==> config.mk <==
export PLATFORM = sky130hd
export DESIGN_NAME = wb_slave_ram_flat
export DESIGN_NICKNAME = d
export VERILOG_FILES = /design/src/rtl/wb_slave_ram_if.sv /design/src/rtl/wb_slave_ram.sv /design/src/flat_wrapper.sv
export SDC_FILE = /design/constraint.sdc
export NUM_CORES = 1
export LEC_CHECK = 0
export ABC_AREA = 1
export CAP_MARGIN = 20
export CORE_AREA = 2 2 174 176
export CTS_BUF_LIST = sky130_fd_sc_hd__clkbuf_4 sky130_fd_sc_hd__clkbuf_8
export CTS_CLUSTER_SIZE = 8
export DETAILED_ROUTE_END_ITERATION = 6
export DIE_AREA = 0 0 176 178
export GPL_TIMING_DRIVEN = 0
export PLACE_DENSITY = 0.73
export SKIP_CTS_REPAIR_TIMING = 1
export SYNTH_ARGS = -nofsm -noshare
export SYNTH_HDL_FRONTEND = slang
export SYNTH_SLANG_ARGS = --single-unit
==> constraint.sdc <==
create_clock -name CLK_I -period 13 [get_ports CLK_I]
set_input_delay 2.6 -clock CLK_I [delete_from_list [all_inputs] [get_ports CLK_I]]
set_output_delay 2.6 -clock CLK_I [all_outputs]
set_load 0.02 [all_outputs]
==> src/rtl/wb_slave_ram_if.sv <==
// Wishbone classic bus bundle for wb_slave_ram: master drives the request, slave
// returns data and the ACK/ERR termination.
interface wb_slave_ram_if #(
   parameter int DATA_W = 32,
   parameter int ADR_W  = 16
);
   logic                  CYC_I;
   logic                  STB_I;
   logic                  WE_I;
   logic [ADR_W-1:0]      ADR_I;
   logic [DATA_W/8-1:0]   SEL_I;
   logic [DATA_W-1:0]     DAT_I;
   logic [DATA_W-1:0]     DAT_O;
   logic                  ACK_O;
   logic                  ERR_O;

   modport master (
      output CYC_I, STB_I, WE_I, ADR_I, SEL_I, DAT_I,
      input  DAT_O, ACK_O, ERR_O
   );

   modport slave (
      input  CYC_I, STB_I, WE_I, ADR_I, SEL_I, DAT_I,
      output DAT_O, ACK_O, ERR_O
   );
endinterface

==> src/rtl/wb_slave_ram.sv <==
// Wishbone classic slave: DEPTH-word byte-writable RAM window plus two read-only
// ID words, with programmable wait states and ERR termination on bad accesses.
module wb_slave_ram #(
   parameter int                DATA_W      = 32,
   parameter int                ADR_W       = 16,
   parameter int                DEPTH       = 8,
   parameter logic [ADR_W-1:0]  BASE_ADR    = 'h0000,
   parameter logic [ADR_W-1:0]  ID_ADR      = 'h400A,
   parameter logic [DATA_W-1:0] ID0_VAL     = 'hABCD,
   parameter logic [DATA_W-1:0] ID1_VAL     = 'h1234,
   parameter int                WAIT_STATES = 0
) (
   input  logic          CLK_I,
   input  logic          RST_I,
   wb_slave_ram_if.slave wb
);

   localparam int               SEL_W   = DATA_W / 8;
   localparam int               AW      = $clog2(DEPTH);
   localparam logic [ADR_W-1:0] ID1_ADR = ID_ADR + 1'b1;
   localparam logic [3:0]       WS      = 4'(WAIT_STATES);

   typedef enum logic [1:0] {IDLE, WAIT, RESP} state_t;

   state_t              state;
   logic [3:0]          cnt;
   logic                ack_r;
   logic                err_r;
   logic [DATA_W-1:0]   dat_o_r;

   logic [ADR_W-1:0]    adr_q;
   logic                we_q;
   logic [SEL_W-1:0]    sel_q;
   logic [DATA_W-1:0]   dat_q;

   logic [DATA_W-1:0]   mem [DEPTH];

   logic                req;
   logic [ADR_W-1:0]    a_adr;
   logic                a_we;
   logic [SEL_W-1:0]    a_sel;
   logic [DATA_W-1:0]   a_dat;
   logic                ram_hit;
   logic                id_hit;
   logic                acc_err;
   logic                do_access;
   logic                ram_we;
   logic [AW-1:0]       idx;
   logic [DATA_W-1:0]   rd_word;

   function automatic logic [DATA_W-1:0] merge_bytes(
      input logic [DATA_W-1:0] old_w,
      input logic [DATA_W-1:0] new_w,
      input logic [SEL_W-1:0]  sel
   );
      logic [DATA_W-1:0] m;
      m = old_w;
      for (int i = 0; i < SEL_W; i++)
         if (sel[i]) m[8*i +: 8] = new_w[8*i +: 8];
      return m;
   endfunction

   assign req = wb.CYC_I & wb.STB_I;

   // With zero wait states the access happens on the accepting edge, so decode the live bus.
   always_comb begin
      a_adr = adr_q;
      a_we  = we_q;
      a_sel = sel_q;
      a_dat = dat_q;
      if (state == IDLE) begin
         a_adr = wb.ADR_I;
         a_we  = wb.WE_I;
         a_sel = wb.SEL_I;
         a_dat = wb.DAT_I;
      end
   end

   assign ram_hit   = (a_adr[ADR_W-1:AW] == BASE_ADR[ADR_W-1:AW]);
   assign id_hit    = (a_adr == ID_ADR) || (a_adr == ID1_ADR);
   assign acc_err   = !ram_hit && (!id_hit || a_we);
   assign idx       = a_adr[AW-1:0];
   assign do_access = !RST_I && req &&
                      (((state == IDLE) && (WS == 4'd0)) || ((state == WAIT) && (cnt == 4'd1)));
   assign ram_we    = do_access && ram_hit && a_we;
   assign rd_word   = ram_hit ? mem[idx] : ((a_adr == ID_ADR) ? ID0_VAL : ID1_VAL);

   always_ff @(posedge CLK_I) begin
      if ((state == IDLE) && req) begin
         adr_q <= wb.ADR_I;
         we_q  <= wb.WE_I;
         sel_q <= wb.SEL_I;
         dat_q <= wb.DAT_I;
      end
   end

   always_ff @(posedge CLK_I) begin
      if (ram_we) mem[idx] <= merge_bytes(mem[idx], a_dat, a_sel);
   end

   always_ff @(posedge CLK_I) begin
      if (RST_I) begin
         state   <= IDLE;
         cnt     <= '0;
         ack_r   <= 1'b0;
         err_r   <= 1'b0;
         dat_o_r <= '0;
      end else begin
         case (state)
            IDLE: begin
               if (req) begin
                  if (WS == 4'd0) begin
                     state <= RESP;
                  end else begin
                     cnt   <= WS;
                     state <= WAIT;
                  end
               end
            end
            WAIT: begin
               if (!req) begin
                  cnt   <= '0;
                  state <= IDLE;
               end else if (cnt == 4'd1) begin
                  cnt   <= '0;
                  state <= RESP;
               end else begin
                  cnt <= cnt - 4'd1;
               end
            end
            RESP: begin
               if (!req) begin
                  ack_r <= 1'b0;
                  err_r <= 1'b0;
                  state <= IDLE;
               end
            end
            default: state <= IDLE;
         endcase

         if (do_access) begin
            if (acc_err) begin
               err_r <= 1'b1;
            end else begin
               ack_r <= 1'b1;
               if (!a_we) dat_o_r <= rd_word;
            end
         end
      end
   end

   assign wb.DAT_O = dat_o_r;
   assign wb.ACK_O = ack_r & req;
   assign wb.ERR_O = err_r & req;

endmodule

==> src/flat_wrapper.sv <==
// flat-port wrapper written by rule: the top's interface ports become plain ports
module wb_slave_ram_flat 
#(
   parameter int                DATA_W      = 32,
   parameter int                ADR_W       = 16,
   parameter int                DEPTH       = 8,
   parameter logic [ADR_W-1:0]  BASE_ADR    = 'h0000,
   parameter logic [ADR_W-1:0]  ID_ADR      = 'h400A,
   parameter logic [DATA_W-1:0] ID0_VAL     = 'hABCD,
   parameter logic [DATA_W-1:0] ID1_VAL     = 'h1234,
   parameter int                WAIT_STATES = 0
)
  (CLK_I, RST_I, wb_CYC_I, wb_STB_I, wb_WE_I, wb_ADR_I, wb_SEL_I, wb_DAT_I, wb_DAT_O, wb_ACK_O, wb_ERR_O);
  wb_slave_ram_if #(.DATA_W(DATA_W), .ADR_W(ADR_W)) wb_i ();
  input  logic CLK_I;
  input  logic RST_I;
  input wire logic [$bits(wb_i.CYC_I)-1:0] wb_CYC_I;
  input wire logic [$bits(wb_i.STB_I)-1:0] wb_STB_I;
  input wire logic [$bits(wb_i.WE_I)-1:0] wb_WE_I;
  input wire logic [$bits(wb_i.ADR_I)-1:0] wb_ADR_I;
  input wire logic [$bits(wb_i.SEL_I)-1:0] wb_SEL_I;
  input wire logic [$bits(wb_i.DAT_I)-1:0] wb_DAT_I;
  output wire logic [$bits(wb_i.DAT_O)-1:0] wb_DAT_O;
  output wire logic [$bits(wb_i.ACK_O)-1:0] wb_ACK_O;
  output wire logic [$bits(wb_i.ERR_O)-1:0] wb_ERR_O;
  assign wb_i.CYC_I = wb_CYC_I;
  assign wb_i.STB_I = wb_STB_I;
  assign wb_i.WE_I = wb_WE_I;
  assign wb_i.ADR_I = wb_ADR_I;
  assign wb_i.SEL_I = wb_SEL_I;
  assign wb_i.DAT_I = wb_DAT_I;
  assign wb_DAT_O = wb_i.DAT_O;
  assign wb_ACK_O = wb_i.ACK_O;
  assign wb_ERR_O = wb_i.ERR_O;
  wb_slave_ram #(.DATA_W(DATA_W), .ADR_W(ADR_W), .DEPTH(DEPTH), .BASE_ADR(BASE_ADR), .ID_ADR(ID_ADR), .ID0_VAL(ID0_VAL), .ID1_VAL(ID1_VAL), .WAIT_STATES(WAIT_STATES)) u_core (.CLK_I(CLK_I), .RST_I(RST_I), .wb(wb_i));
endmodule
==> results of run 1 <==
-- layout make-up --
type | instances | area share, %
multi-input cells | 860 | 22.14
flip-flops and latches | 344 | 57.47
repair buffers | 101 | 6.528
clock inverters | 6 | 0.3387
clock buffers | 97 | 6.355
well taps | 390 | 2.810
inverters | 108 | 2.349
plain buffers | 67 | 2.003
-- sequential cells by signal (all words and copies together), names as in the netlist --
| signal | count |
|---|---|
| u_core.sel_q | 4 |
| u_core.mem | 256 |
| u_core.err_r | 1 |
| u_core.wb.DAT_O | 32 |
| u_core.state | 1 |
| u_core.ack_r | 1 |
| u_core.we_q | 1 |
| u_core.adr_q | 16 |
| u_core.dat_q | 32 |
-- logic make-up (layout without fill, tap and decap cells) --
logic type                 Yosys count  after routing
and+or+nand+nor                    661            661
DFF                                344            344
AOI/OAI and AO/OA                  175            175
buffers and inverters              175            379
muxes                               22             22
adders and majority gates            1              1
xor gates and xnor gates             1              1
-- final timing paths --
check / from / end / slack, ns / cells after the start
max: wb_CYC_I / wb_ERR_O / 6.47 / 4
min: u_core.wb.DAT_O[14] / u_core.wb.DAT_O[14] / 0.46 / 2
max reg2reg: u_core.state[1] / u_core.mem[7][3] / 9.96 / 14
min reg2reg: u_core.wb.DAT_O[14] / u_core.wb.DAT_O[14] / 0.46 / 2
-- synth_stat cells, types with 3 or more instances --
master and count:
clkbuf_1 19, dfxtp_1 35, mux2i_1 22, inv_2 4, o21ai_0 48, edfxtp_1 309
nand3_1 37, nor2_2 4, buf_1 5, nor3_1 4, buf_4 7, a31oi_1 12
nand2_2 4, buf_6 4, a21oi_1 108, nor2_1 49, nand2_1 553, inv_1 101
o21ai_2 3, buf_2 32
-- metal layers --
layer	up-vias	global-route usage (%)	part of all wire [%]
met2	637	41.16	47
li1	4927	-	-
met5	-	0	0
met1	4968	34.70	40
met3	101	4.263	10
met4	0	9.194	3.0
-- critical path: stages --
cell and delay [ns]:
clkdlybuf4s50_1 0.45, nand2_1 0.15, nor2_1 0.13, clkdlybuf4s50_1 0.61
-- power by group through the flow --
| stage | Sequential (mW) | Clock, mW | Combinational [mW] |
|---|---|---|---|
| finish | 1.40 | 0.963 | 0.978 |
| global route | 1.40 | 1.02 | 1.08 |
| CTS | 1.40 | 0.970 | 0.965 |
| detailed placement | 1.42 | 0 | 0.958 |
| global placement | 1.42 | 0 | 0.916 |
| floorplan | 1.42 | 0 | 0.611 |
-- per-stage QoR --
stage	power, mW	cells	utilization (%)	cell area (um2)	setup slack [ns]
global route	3.494	1973	59.06	17360	6.390
detailed placement	2.378	1870	55.10	16200	6.466
floorplan	2.026	1379	-	14510	6.927
global placement	2.335	1858	54.04	15890	3.983
finish	3.338	1973	59.06	17360	6.471
CTS	3.332	1973	59.06	17360	6.465
==> reports/metrics.csv, run 1 <==
stage,metric,value,unit
setup_path,CP max FO,4,
logic_synthesis,Area contributors post-synth,"edfxtp_1, nand2_1, dfxtp_1, a21oi_1, inv_1",
sta,final worst-path cycle share,50.23,%
pwr,Reg power frac,41.8,%
logic_synthesis,Synth Area in Adders,0.08622,%
final_layout,Area growth syn-to-layout,19.66,%
logic_synthesis,XOR/XNOR share of the synthesized area,0.06036,%
hold_path,Hold Path Class,flip-flop to flip-flop,
placed_design,Port Buf Inserts,89,
sta,RSZ-0062 raised after global routing,no,
route,WL per Instance,19.61,um
sta,Max Slew Vio Count,0,
cts,clk buf depth,3,
cts,CTS Buf Count,55,
global_route,Total GRT Usage,25.33,%
outcome,failing checks,design-rule violations,
pwr,Net Sw Power,1.156,mW
route,First DRT Iteration DRCs,1071,
pwr,P_int,2.181,mW
logic_synthesis,sequential area share after synthesis,68.77,%
global_route,GR Overflow Total,0,
placed_design,Routability Congestion,0.8255,
sta,setup TNS,0,ns
logic_synthesis,Synth Area per Inst,10.52,um2
logic_synthesis,largest family of logic cells by synthesized area,simple AND/OR/NAND/NOR gates,
final_layout,multi-input logic area,3845,um2
final_layout,most frequent cells in the layout,"nand2_1, edfxtp_1, a21oi_1, inv_1, clkdlybuf4s50_1",
global_route,initial antenna violation count,0,
logic_synthesis,syn nets,1437,
final_layout,Fill cells,2365,
logic_synthesis,post-synthesis mux area share,1.518,%
pwr,power share of the clock group,28.9,%
sta,Worst-Margin Slew,1.093,ns
route,Vias,10630,
outcome,status,finished with violations,
sta,clk_skew,0.02069,ns
logic_synthesis,leading area contributor after synthesis,edfxtp_1,
global_route,vias in the first global route,10430,
floorplanning,core region area,29400,um2
logic_synthesis,synthesized instance count,1379,
floorplanning,# IOs,91,
sta,min Tclk post-route,6.529,ns
global_route,first-pass GRT wire length,59.28,mm
route,remaining antenna violation count,0,
final_layout,Inserted Diodes,0,
logic_synthesis,mapped cell area,14510,um2
final_layout,layout cell share with drive strength beyond 1,11.94,%
sta,Max Clk Rate,153.2,MHz
logic_synthesis,Yosys warning total,0,
pwr,Peak VDD IR,90.81,uV
final_layout,"commonest non-fill, non-tap cell in the layout",nand2_1,
logic_synthesis,top cell type's share of synthesized area,63.94,%
logic_synthesis,dominant synthesized flop cell,edfxtp_1,
floorplanning,Starting Density,49.36,%
cts,Root Buffer Master,clkbuf_8,
floorplanning,Die Wd,176,um
route,DRC Markers,2,
floorplanning,row cnt,63,
route,total wire length,38.69,mm
final_layout,# nets final,1595,
route,drt pass-1 iters,7,
setup_path,CP Data Required Time,10.40,ns
sta,endpoints failing hold,0,
logic_synthesis,Synth async-reset ratio,0,%
route,post-DR vias/cell,5.389,
sta,Final Setup Violations,0,
logic_synthesis,"EDFF count, synth",309,
cts,H-tree levels,2,
setup_path,startpoint types,primary input,
setup_path,CP arrival,3.93,ns
logic_synthesis,Synth Area in Compound Gates,6.251,%
global_route,largest net degree at the start of global routing,54,
floorplanning,Die ar.,31330,um2
pwr,combinational power share,29.3,%
cts,later-pin clock latency in the skew report,0.59,ns
pwr,Leak,6.704,nW
sta,hold_ws,0.4635,ns
placed_design,post-DP HPWL,25.48,mm
logic_synthesis,Synth Area in Simple Gates,18.11,%
floorplanning,Die H,178,um
cts,clk sinks,344,
cts,clock input transition at the sequential cells of the worst setup and hold paths,0.06,ns
flow_run,max_cap viols,0,
pwr,power per cell area,192.2,nW/um2
logic_synthesis,post-synth cell types,34,
setup_path,critical path type,primary input to primary output,
cts,CTS tree,yes,
pwr,Sw Ratio,34.65,%
setup_path,CP endpoint kind,primary output,
logic_synthesis,Yosys reg bits,344,
final_layout,Seq. cell area,9980,um2
sta,Slew headroom,25.05,%
Power figures use the tool's default switching activity.
==> inputs of run 2 (changes only) <==
--- a/config.mk
+++ b/config.mk
@@ -13,7 +13,7 @@
 export DETAILED_ROUTE_END_ITERATION = 6
 export DIE_AREA = 0 0 176 178
 export GPL_TIMING_DRIVEN = 0
-export PLACE_DENSITY = 0.73
+export PLACE_DENSITY = 0.76
 export SKIP_CTS_REPAIR_TIMING = 1
 export SYNTH_ARGS = -nofsm -noshare
 export SYNTH_HDL_FRONTEND = slang
==> constraint.sdc (replaced) <==
create_clock -name CLK_I -period 5.9 [get_ports CLK_I]
set_input_delay 1.18 -clock CLK_I [delete_from_list [all_inputs] [get_ports CLK_I]]
set_output_delay 1.18 -clock CLK_I [all_outputs]
set_load 0.02 [all_outputs]
==> run 2 against run 1 <==
Net effect:
- the flow now finishes without violations
- first-iteration DRC count increased by 14%
- die area unchanged
- core utilization decreased by 0.12 points
- sequential cell count unchanged
- count of clock-buffer cells in the layout decreased by 7
- clock skew increased by 0.0069 ns
- critical path type is now primary input to flip-flop
- critical endpoint is now u_core.mem[7][27]
- largest cell class unchanged
==> reports/metrics.csv, run 2 (synthesized netlist as in run 1, its figures left out) <==
stage,metric,value,unit,change
final_layout,layout cell share with drive strength beyond 1,11.76,%,-0.18 points
setup_path,worst path bufs/invs,5,,+3
sta,Worst-Margin Slew,1.073,ns,-0.01958 ns
global_route,initial antenna violation count,0,,unchanged
placed_design,post-DP HPWL,25.33,mm,-0.61%
global_route,Total GRT Usage,24.65,%,-0.69 points
route,First DRT Iteration DRCs,1216,,+14%
sta,endpoints failing hold,0,,unchanged
final_layout,fin area,17330,um2,-0.20%
pwr,Sw Ratio,35.16,%,+0.51 points
setup_path,flop2flop setup slack,2.61,ns,-7.35 ns
cts,later-pin clock latency in the skew report,0.61,ns,+0.02 ns
pwr,Leak,6.693,nW,-0.17%
sta,Max Clk Rate,260.6,MHz,
route,post-DR vias/cell,5.436,,+0.86%
setup_path,crit-path cells,clkdlybuf4s50_1 > nor3_1 > nand2_1 > nand2_1 > inv_1 > nor2_4 > buf_4 > nand4_2 > nor3_2 > buf_6 > buf_4,,
hold_path,Hold Path Class,flip-flop to flip-flop,,
sta,clk_skew,0.02762,ns,+0.006929 ns
final_layout,largest reg by FF count,u_core.mem,,
setup_path,critical path type,primary input to flip-flop,,
global_route,largest net degree at the start of global routing,54,,unchanged
route,remaining antenna violation count,0,,unchanged
pwr,power per cell area,424.3,nW/um2,+120%
sta,RSZ-0062 raised after global routing,no,,
final_layout,max FFs per register,256,,unchanged
global_route,GR Overflow Total,0,,unchanged
final_layout,Area growth syn-to-layout,19.42,%,
route,WL per Instance,19.49,um,-0.60%
floorplanning,Die H,178,um,unchanged
global_route,vias in the first global route,10300,,-1.2%
pwr,combinational power share,29.5,%,+0.2 points
pwr,"Power, Total",7.352,mW,+120%
sta,hold_ws,0.4635,ns,+0.00002600 ns
sta,min Tclk post-route,3.837,ns,
floorplanning,Starting Density,49.36,%,unchanged
cts,Root Buffer Master,clkbuf_8,,
route,Vias,10720,,+0.81%
placed_design,Port Buf Inserts,89,,unchanged
setup_path,slowest CP cell,nor3_2,,
sta,Final WS setup,2.063,ns,-4.408 ns
final_layout,"commonest non-fill, non-tap cell in the layout",nand2_1,,
route,drt pass-1 iters,5,,-2
sta,Max Slew Vio Count,0,,unchanged
floorplanning,row cnt,63,,unchanged
setup_path,startpoint types,primary input,,
cts,clock input transition at the sequential cells of the worst setup and hold paths,0.06,ns,about the same
outcome,status,completed,,
setup_path,CP max FO,10,,+6
pwr,Peak VDD IR,227.9,uV,+150%
flow_run,max_cap viols,0,,unchanged
floorplanning,core region area,29400,um2,unchanged
final_layout,fin cells,1972,,-0.051%
cts,clk buf depth,3,,unchanged
pwr,Net Sw Power,2.585,mW,+120%
placed_design,Routability Congestion,0.8404,,+1.8%
final_layout,Fill cells,2315,,-2.1%
route,DRC Markers,0,,-2
pwr,Reg power frac,41.8,%,about the same
final_layout,# nets final,1595,,unchanged
placed_design,Place WS,1.453,ns,-5.013 ns
cts,H-tree levels,2,,unchanged
global_route,first-pass GRT wire length,57.72,mm,-2.6%
cts,clk sinks,344,,unchanged
sta,Slew headroom,26.39,%,+1.3 points
cts,CTS Buf Count,55,,unchanged
final_layout,Inserted Diodes,0,,unchanged
floorplanning,Die ar.,31330,um2,unchanged
floorplanning,# IOs,91,,unchanged
floorplanning,Die Wd,176,um,unchanged
setup_path,Crit path largest cell delay,0.75,ns,+0.14 ns
placed_design,# placed instances,1870,,unchanged
sta,Final Setup Violations,0,,unchanged
setup_path,"CP delay by family, top",simple AND/OR/NAND/NOR gates,,
setup_path,CP arrival,4.13,ns,+0.20 ns
pwr,P_int,4.767,mW,+120%
pwr,power share of the clock group,28.7,%,-0.2 points
cts,CTS tree,yes,,
sta,final worst-path cycle share,65.04,%,
final_layout,most frequent cells in the layout,"nand2_1, edfxtp_1, a21oi_1, inv_1, clkdlybuf4s50_1",,
route,total wire length,38.44,mm,-0.65%
placed_design,placed instance area,16180,um2,-0.11%
setup_path,CP endpoint kind,flip-flop,,
setup_path,CP Data Required Time,6.19,ns,-4.21 ns
==> run 2: cell count changes in the layout (fill, tap and decap cells not counted), moves of 2 or more <==
cell	delta
clkinv_2	+3
buf_6	-2
buf_8	+3
clkinv_1	+2
clkbuf_4	-7
==> run 2: area by class of cell <==
cell class,instances,area (um2),area share (%)
Timing Repair Buffer,101,1116,6.440
Clock buffer,90,1051,6.065
Clock inverter,12,93.84,0.5415
Buffer,67,347.8,2.007
Inverter,108,407.9,2.354
Sequential cell,344,9980,57.59
Tap cell,390,488.0,2.816
Multi-Input combinational cell,860,3845,22.19
==> run 2: worst paths after layout <==
check                      startpoint                   to  cells past startpoint
setup / recovery          wb_ADR_I[5]    u_core.mem[7][27]                     11
hold / removal    u_core.wb.DAT_O[29]  u_core.wb.DAT_O[29]                      2
setup reg to reg      u_core.state[1]    u_core.mem[7][27]                     14
hold reg to reg   u_core.wb.DAT_O[29]  u_core.wb.DAT_O[29]                      2
==> run 2: layer usage <==
metal / global-route usage, % / share of wire, % / wire (um)
met1: 32.90 / 40 / 15330
met2: 39.45 / 46 / 17530
met3: 5.051 / 11 / 4199
met4: 10.67 / 3.6 / 1389
met5: 0 / 0 / 0
==> run 2: worst reg2reg max path: stages, from the launching register on <==
cell,delay (ns)
dfxtp_1,0.30
buf_6,0.14
inv_4,0.07
buf_6,0.14
nand2_1,0.06
nand2_1,0.09
nand2_1,0.07
nor2_2,0.10
nand2_1,0.09
nor2_4,0.16
buf_4,0.24
nand4_2,0.26
nor3_2,0.75
buf_6,0.26
buf_4,0.24
==> run 2: per-stage QoR <==
step | TNS [ns] | utilization [%]
2_1_floorplan | 0 | -
3_3_place_gp | -56.92 | 54.04
3_5_place_dp | 0 | 55.04
4_1_cts | 0 | 58.94
5_1_grt | 0 | 58.94
6_report | 0 | 58.94
==> run 2: power by group through the flow <==
stage	combinational, mW	clock, mW	sequential [mW]
2_1_floorplan	1.35	0	3.12
3_3_place_gp	2.02	0	3.13
3_5_place_dp	2.11	0	3.13
4_1_cts	2.12	2.13	3.08
5_1_grt	2.36	2.22	3.08
6_report	2.17	2.11	3.08
